**src/rtl/largest_divisible_by_n_if.sv**
```systemverilog
// Control, memory-write and result signals of largest_divisible_by_n.
// The master side drives requests and writes; the slave side returns results and state.
interface largest_divisible_by_n_if #(
  parameter int DATA_W = 8,
  parameter int DEPTH  = 16
);
  localparam int ADDR_W = $clog2(DEPTH);

  logic              Start;
  logic              Ack;
  logic [DATA_W-1:0] Divisor;
  logic              Wr_en;
  logic [ADDR_W-1:0] Wr_addr;
  logic [DATA_W-1:0] Wr_data;
  logic [DATA_W-1:0] Max;
  logic [ADDR_W-1:0] Max_idx;
  logic              Qi;
  logic              Ql;
  logic              Qdiv;
  logic              Qdf;
  logic              Qdnf;

  modport master (
    output Start, Ack, Divisor, Wr_en, Wr_addr, Wr_data,
    input  Max, Max_idx, Qi, Ql, Qdiv, Qdf, Qdnf
  );

  modport slave (
    input  Start, Ack, Divisor, Wr_en, Wr_addr, Wr_data,
    output Max, Max_idx, Qi, Ql, Qdiv, Qdf, Qdnf
  );
endinterface

```
**src/rtl/largest_divisible_by_n.sv**
```systemverilog
// Scans a small internal memory for the largest nonzero word divisible by a runtime
// divisor, testing divisibility by repeated subtraction one step per cycle.
module largest_divisible_by_n #(
  parameter int DATA_W = 8,
  parameter int DEPTH  = 16
) (
  input  logic                     Clk,
  input  logic                     Reset,
  largest_divisible_by_n_if.slave  bus
);
  localparam int ADDR_W = $clog2(DEPTH);

  typedef enum logic [2:0] {
    INI       = 3'd0,
    LOAD_X    = 3'd1,
    DIV_N_UPD = 3'd2,
    DONE_F    = 3'd3,
    DONE_NF   = 3'd4
  } state_t;

  state_t            state_reg;
  logic [DATA_W-1:0] mem [DEPTH];
  logic [DATA_W-1:0] d_reg;
  logic [DATA_W-1:0] x_reg;
  logic [DATA_W-1:0] max_reg;
  logic [ADDR_W-1:0] max_idx_reg;
  logic [ADDR_W-1:0] i_reg;
  logic              found_reg;

  logic [DATA_W-1:0] mem_rd;
  logic              last_idx;
  logic              div_hit;

  // Combinational read: each entry gets exactly one compare cycle in LOAD_X.
  assign mem_rd   = mem[i_reg];
  assign last_idx = (i_reg == ADDR_W'(DEPTH - 1));
  assign div_hit  = (x_reg == '0);

  // Memory is only writable while idle; contents survive reset.
  always_ff @(posedge Clk) begin
    if (!Reset && state_reg == INI && bus.Wr_en)
      mem[bus.Wr_addr] <= bus.Wr_data;
  end

  always_ff @(posedge Clk) begin
    if (Reset) begin
      state_reg   <= INI;
      d_reg       <= '0;
      x_reg       <= '0;
      max_reg     <= '0;
      max_idx_reg <= '0;
      i_reg       <= '0;
      found_reg   <= 1'b0;
    end else begin
      case (state_reg)
        INI: begin
          if (bus.Start) begin
            d_reg       <= bus.Divisor;
            max_reg     <= '0;
            max_idx_reg <= '0;
            i_reg       <= '0;
            found_reg   <= 1'b0;
            state_reg   <= (bus.Divisor != '0) ? LOAD_X : DONE_NF;
          end
        end
        LOAD_X: begin
          if (mem_rd > max_reg) begin
            x_reg     <= mem_rd;
            state_reg <= DIV_N_UPD;
          end else if (last_idx) begin
            state_reg <= found_reg ? DONE_F : DONE_NF;
          end else begin
            i_reg <= i_reg + 1'b1;
          end
        end
        DIV_N_UPD: begin
          if (x_reg >= d_reg) begin
            x_reg <= x_reg - d_reg;
          end else begin
            if (div_hit) begin
              max_reg     <= mem_rd;
              max_idx_reg <= i_reg;
              found_reg   <= 1'b1;
            end
            if (last_idx) begin
              state_reg <= (found_reg || div_hit) ? DONE_F : DONE_NF;
            end else begin
              i_reg     <= i_reg + 1'b1;
              state_reg <= LOAD_X;
            end
          end
        end
        DONE_F, DONE_NF: begin
          if (bus.Ack)
            state_reg <= INI;
        end
        default: state_reg <= INI;
      endcase
    end
  end

  assign bus.Max     = max_reg;
  assign bus.Max_idx = max_idx_reg;
  assign bus.Qi      = (state_reg == INI);
  assign bus.Ql      = (state_reg == LOAD_X);
  assign bus.Qdiv    = (state_reg == DIV_N_UPD);
  assign bus.Qdf     = (state_reg == DONE_F);
  assign bus.Qdnf    = (state_reg == DONE_NF);
endmodule

```
**src/flat_wrapper.sv**
```systemverilog
// flat-port wrapper written by rule: the top's interface ports become plain ports
module largest_divisible_by_n_flat 
#(
  parameter int DATA_W = 8,
  parameter int DEPTH  = 16
)
  (Clk, Reset, bus_Start, bus_Ack, bus_Divisor, bus_Wr_en, bus_Wr_addr, bus_Wr_data, bus_Max, bus_Max_idx, bus_Qi, bus_Ql, bus_Qdiv, bus_Qdf, bus_Qdnf);
  largest_divisible_by_n_if #(.DATA_W(DATA_W), .DEPTH(DEPTH)) bus_i ();
  input  logic Clk;
  input  logic Reset;
  input wire logic [$bits(bus_i.Start)-1:0] bus_Start;
  input wire logic [$bits(bus_i.Ack)-1:0] bus_Ack;
  input wire logic [$bits(bus_i.Divisor)-1:0] bus_Divisor;
  input wire logic [$bits(bus_i.Wr_en)-1:0] bus_Wr_en;
  input wire logic [$bits(bus_i.Wr_addr)-1:0] bus_Wr_addr;
  input wire logic [$bits(bus_i.Wr_data)-1:0] bus_Wr_data;
  output wire logic [$bits(bus_i.Max)-1:0] bus_Max;
  output wire logic [$bits(bus_i.Max_idx)-1:0] bus_Max_idx;
  output wire logic [$bits(bus_i.Qi)-1:0] bus_Qi;
  output wire logic [$bits(bus_i.Ql)-1:0] bus_Ql;
  output wire logic [$bits(bus_i.Qdiv)-1:0] bus_Qdiv;
  output wire logic [$bits(bus_i.Qdf)-1:0] bus_Qdf;
  output wire logic [$bits(bus_i.Qdnf)-1:0] bus_Qdnf;
  assign bus_i.Start = bus_Start;
  assign bus_i.Ack = bus_Ack;
  assign bus_i.Divisor = bus_Divisor;
  assign bus_i.Wr_en = bus_Wr_en;
  assign bus_i.Wr_addr = bus_Wr_addr;
  assign bus_i.Wr_data = bus_Wr_data;
  assign bus_Max = bus_i.Max;
  assign bus_Max_idx = bus_i.Max_idx;
  assign bus_Qi = bus_i.Qi;
  assign bus_Ql = bus_i.Ql;
  assign bus_Qdiv = bus_i.Qdiv;
  assign bus_Qdf = bus_i.Qdf;
  assign bus_Qdnf = bus_i.Qdnf;
  largest_divisible_by_n #(.DATA_W(DATA_W), .DEPTH(DEPTH)) u_core (.Clk(Clk), .Reset(Reset), .bus(bus_i));
endmodule
```
**config.mk**
```make
export PLATFORM = sky130hd
export DESIGN_NAME = largest_divisible_by_n_flat
export DESIGN_NICKNAME = d
export VERILOG_FILES = /design/src/rtl/largest_divisible_by_n_if.sv /design/src/rtl/largest_divisible_by_n.sv /design/src/flat_wrapper.sv
export SDC_FILE = /design/constraint.sdc
export NUM_CORES = 1
export LEC_CHECK = 0
export ABC_AREA = 1
export CORE_MARGIN = 2
export CORE_UTILIZATION = 25
export DETAILED_ROUTE_END_ITERATION = 8
export PLACE_DENSITY = 0.38
export SLEW_MARGIN = 15
export SYNTH_ARGS = -nofsm -noshare
export SYNTH_HDL_FRONTEND = slang
export SYNTH_SLANG_ARGS = --single-unit
```
**constraint.sdc**
```tcl
create_clock -name Clk -period 3.65 [get_ports Clk]
set_input_delay 0.9125 -clock Clk [delete_from_list [all_inputs] [get_ports Clk]]
set_output_delay 0.9125 -clock Clk [all_outputs]
set_load 0.03 [all_outputs]
```
# [Word-level counts from Yosys, hierarchy flattened]
# Memories as Yosys holds them, arrays and structs flattened. A register that Yosys moved wholly into a read port is not among the register bits.
# Cells that the tools add are included.
[word_totals] memories=1 wordCells=74 ram_bits=128 inputBits=25 reg_bits=36
[memory_table] memory="u_core.mem" words=16 width=8 rd=1 rd_clocked_by_memory_dff=1 write_ports=1 line="largest_divisible_by_n.sv:22" rtl="logic [DATA_W-1:0] mem [DEPTH];"
[op_classes] reduce_logical=16 add_sub_neg=2 n_lt_le_gt_ge=2 eq_ne=13 muxes=33
[op_table] cell="$mux W8" count=5
[op_table] cell="$mux W4" count=8
[op_table] cell="$pmux W8 S2" count=2
[op_table] cell="$mux W3" count=9
[op_table] cell="$pmux W3 S4" count=1
[op_table] cell="$pmux W4 S3" count=1
[op_table] cell="$reduce_and A4 Y1" count=3
[op_table] cell="$ge A8 B8 Y1" count=1
[op_table] cell="$gt A8 B8 Y1" count=1
[op_table] cell="$logic_not A8 Y1" count=1
[op_table] cell="$ne A2 B2 Y1 const B" count=4
[op_table] cell="$pmux W4 S2" count=1
[op_table] cell="$reduce_bool A8 Y1" count=1
[op_table] cell="$sub A8 B8 Y8" count=1
[op_table] cell="$eq A3 B2 Y1 const B" count=2
[op_table] cell="$ne A2 B1 Y1 const B" count=3
[op_table] cell="$mux W1" count=5
[op_table] cell="$add A4 B1 Y4 const B" count=1
[op_table] cell="$eq A4 B4 Y1 const B" count=1
[op_table] cell="$reduce_bool A2 Y1" count=2
[op_table] cell="$eq A3 B1 Y1 const B" count=1
[op_table] cell="$eq A3 B3 Y1 const B" count=1
[op_table] cell="$logic_not A3 Y1" count=1
[op_table] cell="$ne A3 B1 Y1 const B" count=1
[op_table] cell="other kinds (8)" count=9

# [Depth between registers and ports, before layout]
[logic_depth] depth_word=6 mapped_depth=21

# [Least setup slack after synthesis]
# OpenSTA, ideal clock, no wires.
[synth_timing] kind="in2reg" start="input Reset" end="memory u_core.mem[4][0] (enable)" t_arrival_ns=1.970 setup_ns=0.383 n_path_buf=0 setup_slack_ns=1.296 cell_stages=5 cell_sequence="inv_1 nand3_2 inv_2 nand3_1 nor3_1"
[synth_via] elab_chain_len=5
[synth_rtl] item="start, declared" line="flat_wrapper.sv:10" rtl="input logic Reset;"
[synth_rtl] item="$logic_not A1 Y1" line="largest_divisible_by_n.sv:41" rtl="if (!Reset && state_reg == INI && bus.Wr_en)"
[synth_rtl] item="$logic_and A1 B1 Y1 (2 in a row)" line="largest_divisible_by_n.sv:41"
[synth_rtl] item="$mux W1" line="largest_divisible_by_n.sv:41"
[synth_rtl] item="$mux W1 (implied by the code)" line="largest_divisible_by_n.sv:42" rtl="mem[bus.Wr_addr] <= bus.Wr_data;"
[synth_rtl] item="end, declared" line="largest_divisible_by_n.sv:22"
# No other way between the ends.

==> flow_summary.json <==
{
  "vias_per_cell": 4.32,
  "clock_path_buffers": 2,
  "rsz0062_at_grt": "false",
  "top_register": "u_core.mem",
  "cts_setup_buffers": 0,
  "synth_xor_area_share_pct": 0.341,
  "slew_viol_final": 0,
  "max_freq_mhz": 322,
  "holdCritPathClass": "reg -> reg",
  "die_h_um": 180,
  "diodes": 0,
  "synth_compound_area_share_pct": 11.5,
  "syn_area_mm2": 0.00771,
  "start_kind": "flop",
  "p_per_area_mw_per_mm2": 668,
  "syn_inst": 793,
  "cts_inserted_buffers": 17,
  "clk_pin_slew_ps": 70,
  "slew_headroom_pct": 47.7,
  "antenna_found_initial": 0,
  "clock_sinks": 168,
  "ys_types": 35,
  "grt_pass1_wl_mm": 32.1,
  "core_mm2": 0.0305,
  "grt_pass1_vias": 5406,
  "clock_latency_ps": 430,
  "final_core_util_pct": 30.2,
  "timing.final.crit_share_pct": 85.1,
  "maxCapViolCount": 0,
  "syn_to_final_growth_pct": 19.6,
  "setup_tns_ps": 0,
  "die_area_mm2": 0.0323,
  "tightestPinTransition_ps": 782,
  "initial_core_util_pct": 25.3,
  "synth_top_family_by_area": "simple AND/OR/NAND/NOR gates",
  "cellLeakagePower_nw": 3.42,
  "hpwl_mm": 14.0,
  "drive_gt1_share_pct": 8.76,
  "htreeDepth": 4,
  "wire_per_inst_um": 16.4,
  "critPathKind": "reg -> reg",
  "drtIter0Drc": 337,
  "synth.area.mux_share_pct": 0,
  "nets": 887,
  "tritoncts": "done",
  "ys_ff_latch": 168,
  "first_pass_iters": 4,
  "dieWidth_um": 180,
  "synth-simple-area-share_pct": 16.6,
  "cts_hold_buf": 0,
  "final_cell_area_mm2": 0.00922,
  "port_buffers": 41,
  "ant_nets": 0,
  "peakVddDrop_mv": 0.244,
  "largest_register_ffs": 128,
  "yosys_warnings": 0,
  "hold_viol_final": 0,
  "cp_max_fo": 42,
  "synth_sequential_area_ratio_pct": 60.3,
  "vias": 5412,
  "drcViolationCount": 0,
  "root_buffer": "clkbuf_16",
  "gp_congestion": 0.764,
  "rows": 64,
  "finalClockSkew_ps": 12.2,
  "fin_hold_ws_ps": 468,
  "overflow": 0,
  "ios": 42,
  "syn_avg_cell_area_um2": 9.72,
  "dpl_cell_area_mm2": 0.00865,
  "crit_arrival_ps": 3430,
  "crit_required_ps": 3970,
  "wirelength_mm": 20.5,
  "grt_max_degree": 43,
  "status": "completed",
  "endpoint_kind": "flop",
  "setup_violations": 0,
  "synthAdderAreaFrac_pct": 3.02,
  "syn_nets": 836,
  "cts_resized": 0,
  "finalCriticalPeriod_ps": 3110,
  "grt_util_all_layers_pct": 13.0
}
[cells in the final DEF, fill, tap and decap left out, drive strengths merged, types with 2 or more instances in the layout]
cell type,n
a21oi,65
nand2,158
nor3,10
clkdlybuf4s50,41
o21ai,44
dfxtp,40
bufinv,2
edfxtp,128
clkinv,3
ha,17
inv,130
nand3,79
clkbuf,18
nor2,41
buf,23
clkinvlp,3
o211ai,41
nand4,3
xor2,2
[metrics by stage]
step | setup slack [ps] | power (mW) | instances
after floorplan | 1300 | 3.84 | 793
after global placement | 492 | 4.45 | 1221
after detailed placement | 489 | 4.44 | 1221
after CTS | 484 | 6.26 | 1252
after global routing | 146 | 6.62 | 1252
final | 543 | 6.16 | 1252
[cell type report]
cell class | count | area, um2
fill | 3179 | 21300
inverter | 125 | 469
sequential | 168 | 4650
multi-input combinational | 468 | 2420
clock inverter | 13 | 143
tap | 396 | 495
clock buffer | 18 | 429
timing repair buffer | 64 | 608
[per-layer routing]
metal  up-vias  wire length, um  global-route usage, %
met1      2515            10400                   18.0
met2        93             9150                   20.8
met4         0              175                   3.25
met3         9              746                   2.53
li1       2795                -                      -
met5         -                0                      0
[where the power goes]
part	total, mW	internal, mW	switching [mW]
Clock	1.81	1.01	0.797
Combinational	2.03	0.693	1.34
Sequential	2.32	2.18	0.139
[critical path, cell delays in order (launching register included)]
cell and delay, ps:
dfxtp_4 610, buf_12 260, a21oi_1 90, o21ai_0 130
nand3_1 140, nand3_1 200, nand2_1 150, ha_1 300
nand2_1 50, inv_1 90, nand2_1 60, nand2_1 70
nand2_1 50, nand2_1 100, nand3_2 170, nand2_2 260
inv_1 90, nor2_1 120, nor2_1 40
[path summary, 6_finish.rpt]
check | start | to | slack [ps] | cells past startpoint
setup reg to reg | flop | u_core.x_reg[6] | 540 | 18
hold / removal | u_core.d_reg[6] | u_core.d_reg[6] | 470 | 2
hold reg to reg | u_core.d_reg[6] | u_core.d_reg[6] | 470 | 2
setup / recovery | flop | u_core.x_reg[6] | 540 | 18
[synth_stat cells]
cell | instances | area share, %
nand2_4 | 1 | 0.15
or2_2 | 1 | 0.081
nand3b_1 | 1 | 0.097
ha_1 | 17 | 2.8
xnor2_1 | 1 | 0.11
clkbuf_1 | 5 | 0.24
nand2_2 | 4 | 0.32
nand3_2 | 4 | 0.52
fa_1 | 1 | 0.26
buf_4 | 4 | 0.39
inv_1 | 118 | 5.7
a211oi_1 | 1 | 0.097
a21oi_1 | 64 | 4.2
nor2_1 | 39 | 1.9
inv_2 | 7 | 0.34
o21bai_1 | 1 | 0.097
o21ai_0 | 42 | 2.7
edfxtp_1 | 128 | 50
nand4_2 | 1 | 0.16
xor2_1 | 2 | 0.23
nand2_1 | 153 | 7.5
nor2_2 | 1 | 0.081
a21oi_2 | 1 | 0.11
o211ai_1 | 41 | 4.0
a21o_1 | 1 | 0.097
nor3_1 | 10 | 0.65
dfxtp_1 | 40 | 10
a21boi_0 | 1 | 0.097
nor2_4 | 1 | 0.15
nand4_1 | 2 | 0.16
buf_1 | 1 | 0.049
nand3_1 | 75 | 4.9
buf_2 | 21 | 1.4
o21ai_1 | 2 | 0.13
buf_6 | 1 | 0.15
[cells by family (layout without fill, tap and decap cells)]
| logic type | after synthesis | after routing |
|---|---|---|
| XOR/XNOR | 3 | 3 |
| adder cells (fa/ha/maj) | 18 | 18 |
| flip-flops | 168 | 168 |
| buffers and inverters | 157 | 220 |
| AND/OR/NAND/NOR | 293 | 293 |
| AO/OA/AOI/OAI | 154 | 154 |
Power figures use the tool's default switching activity.
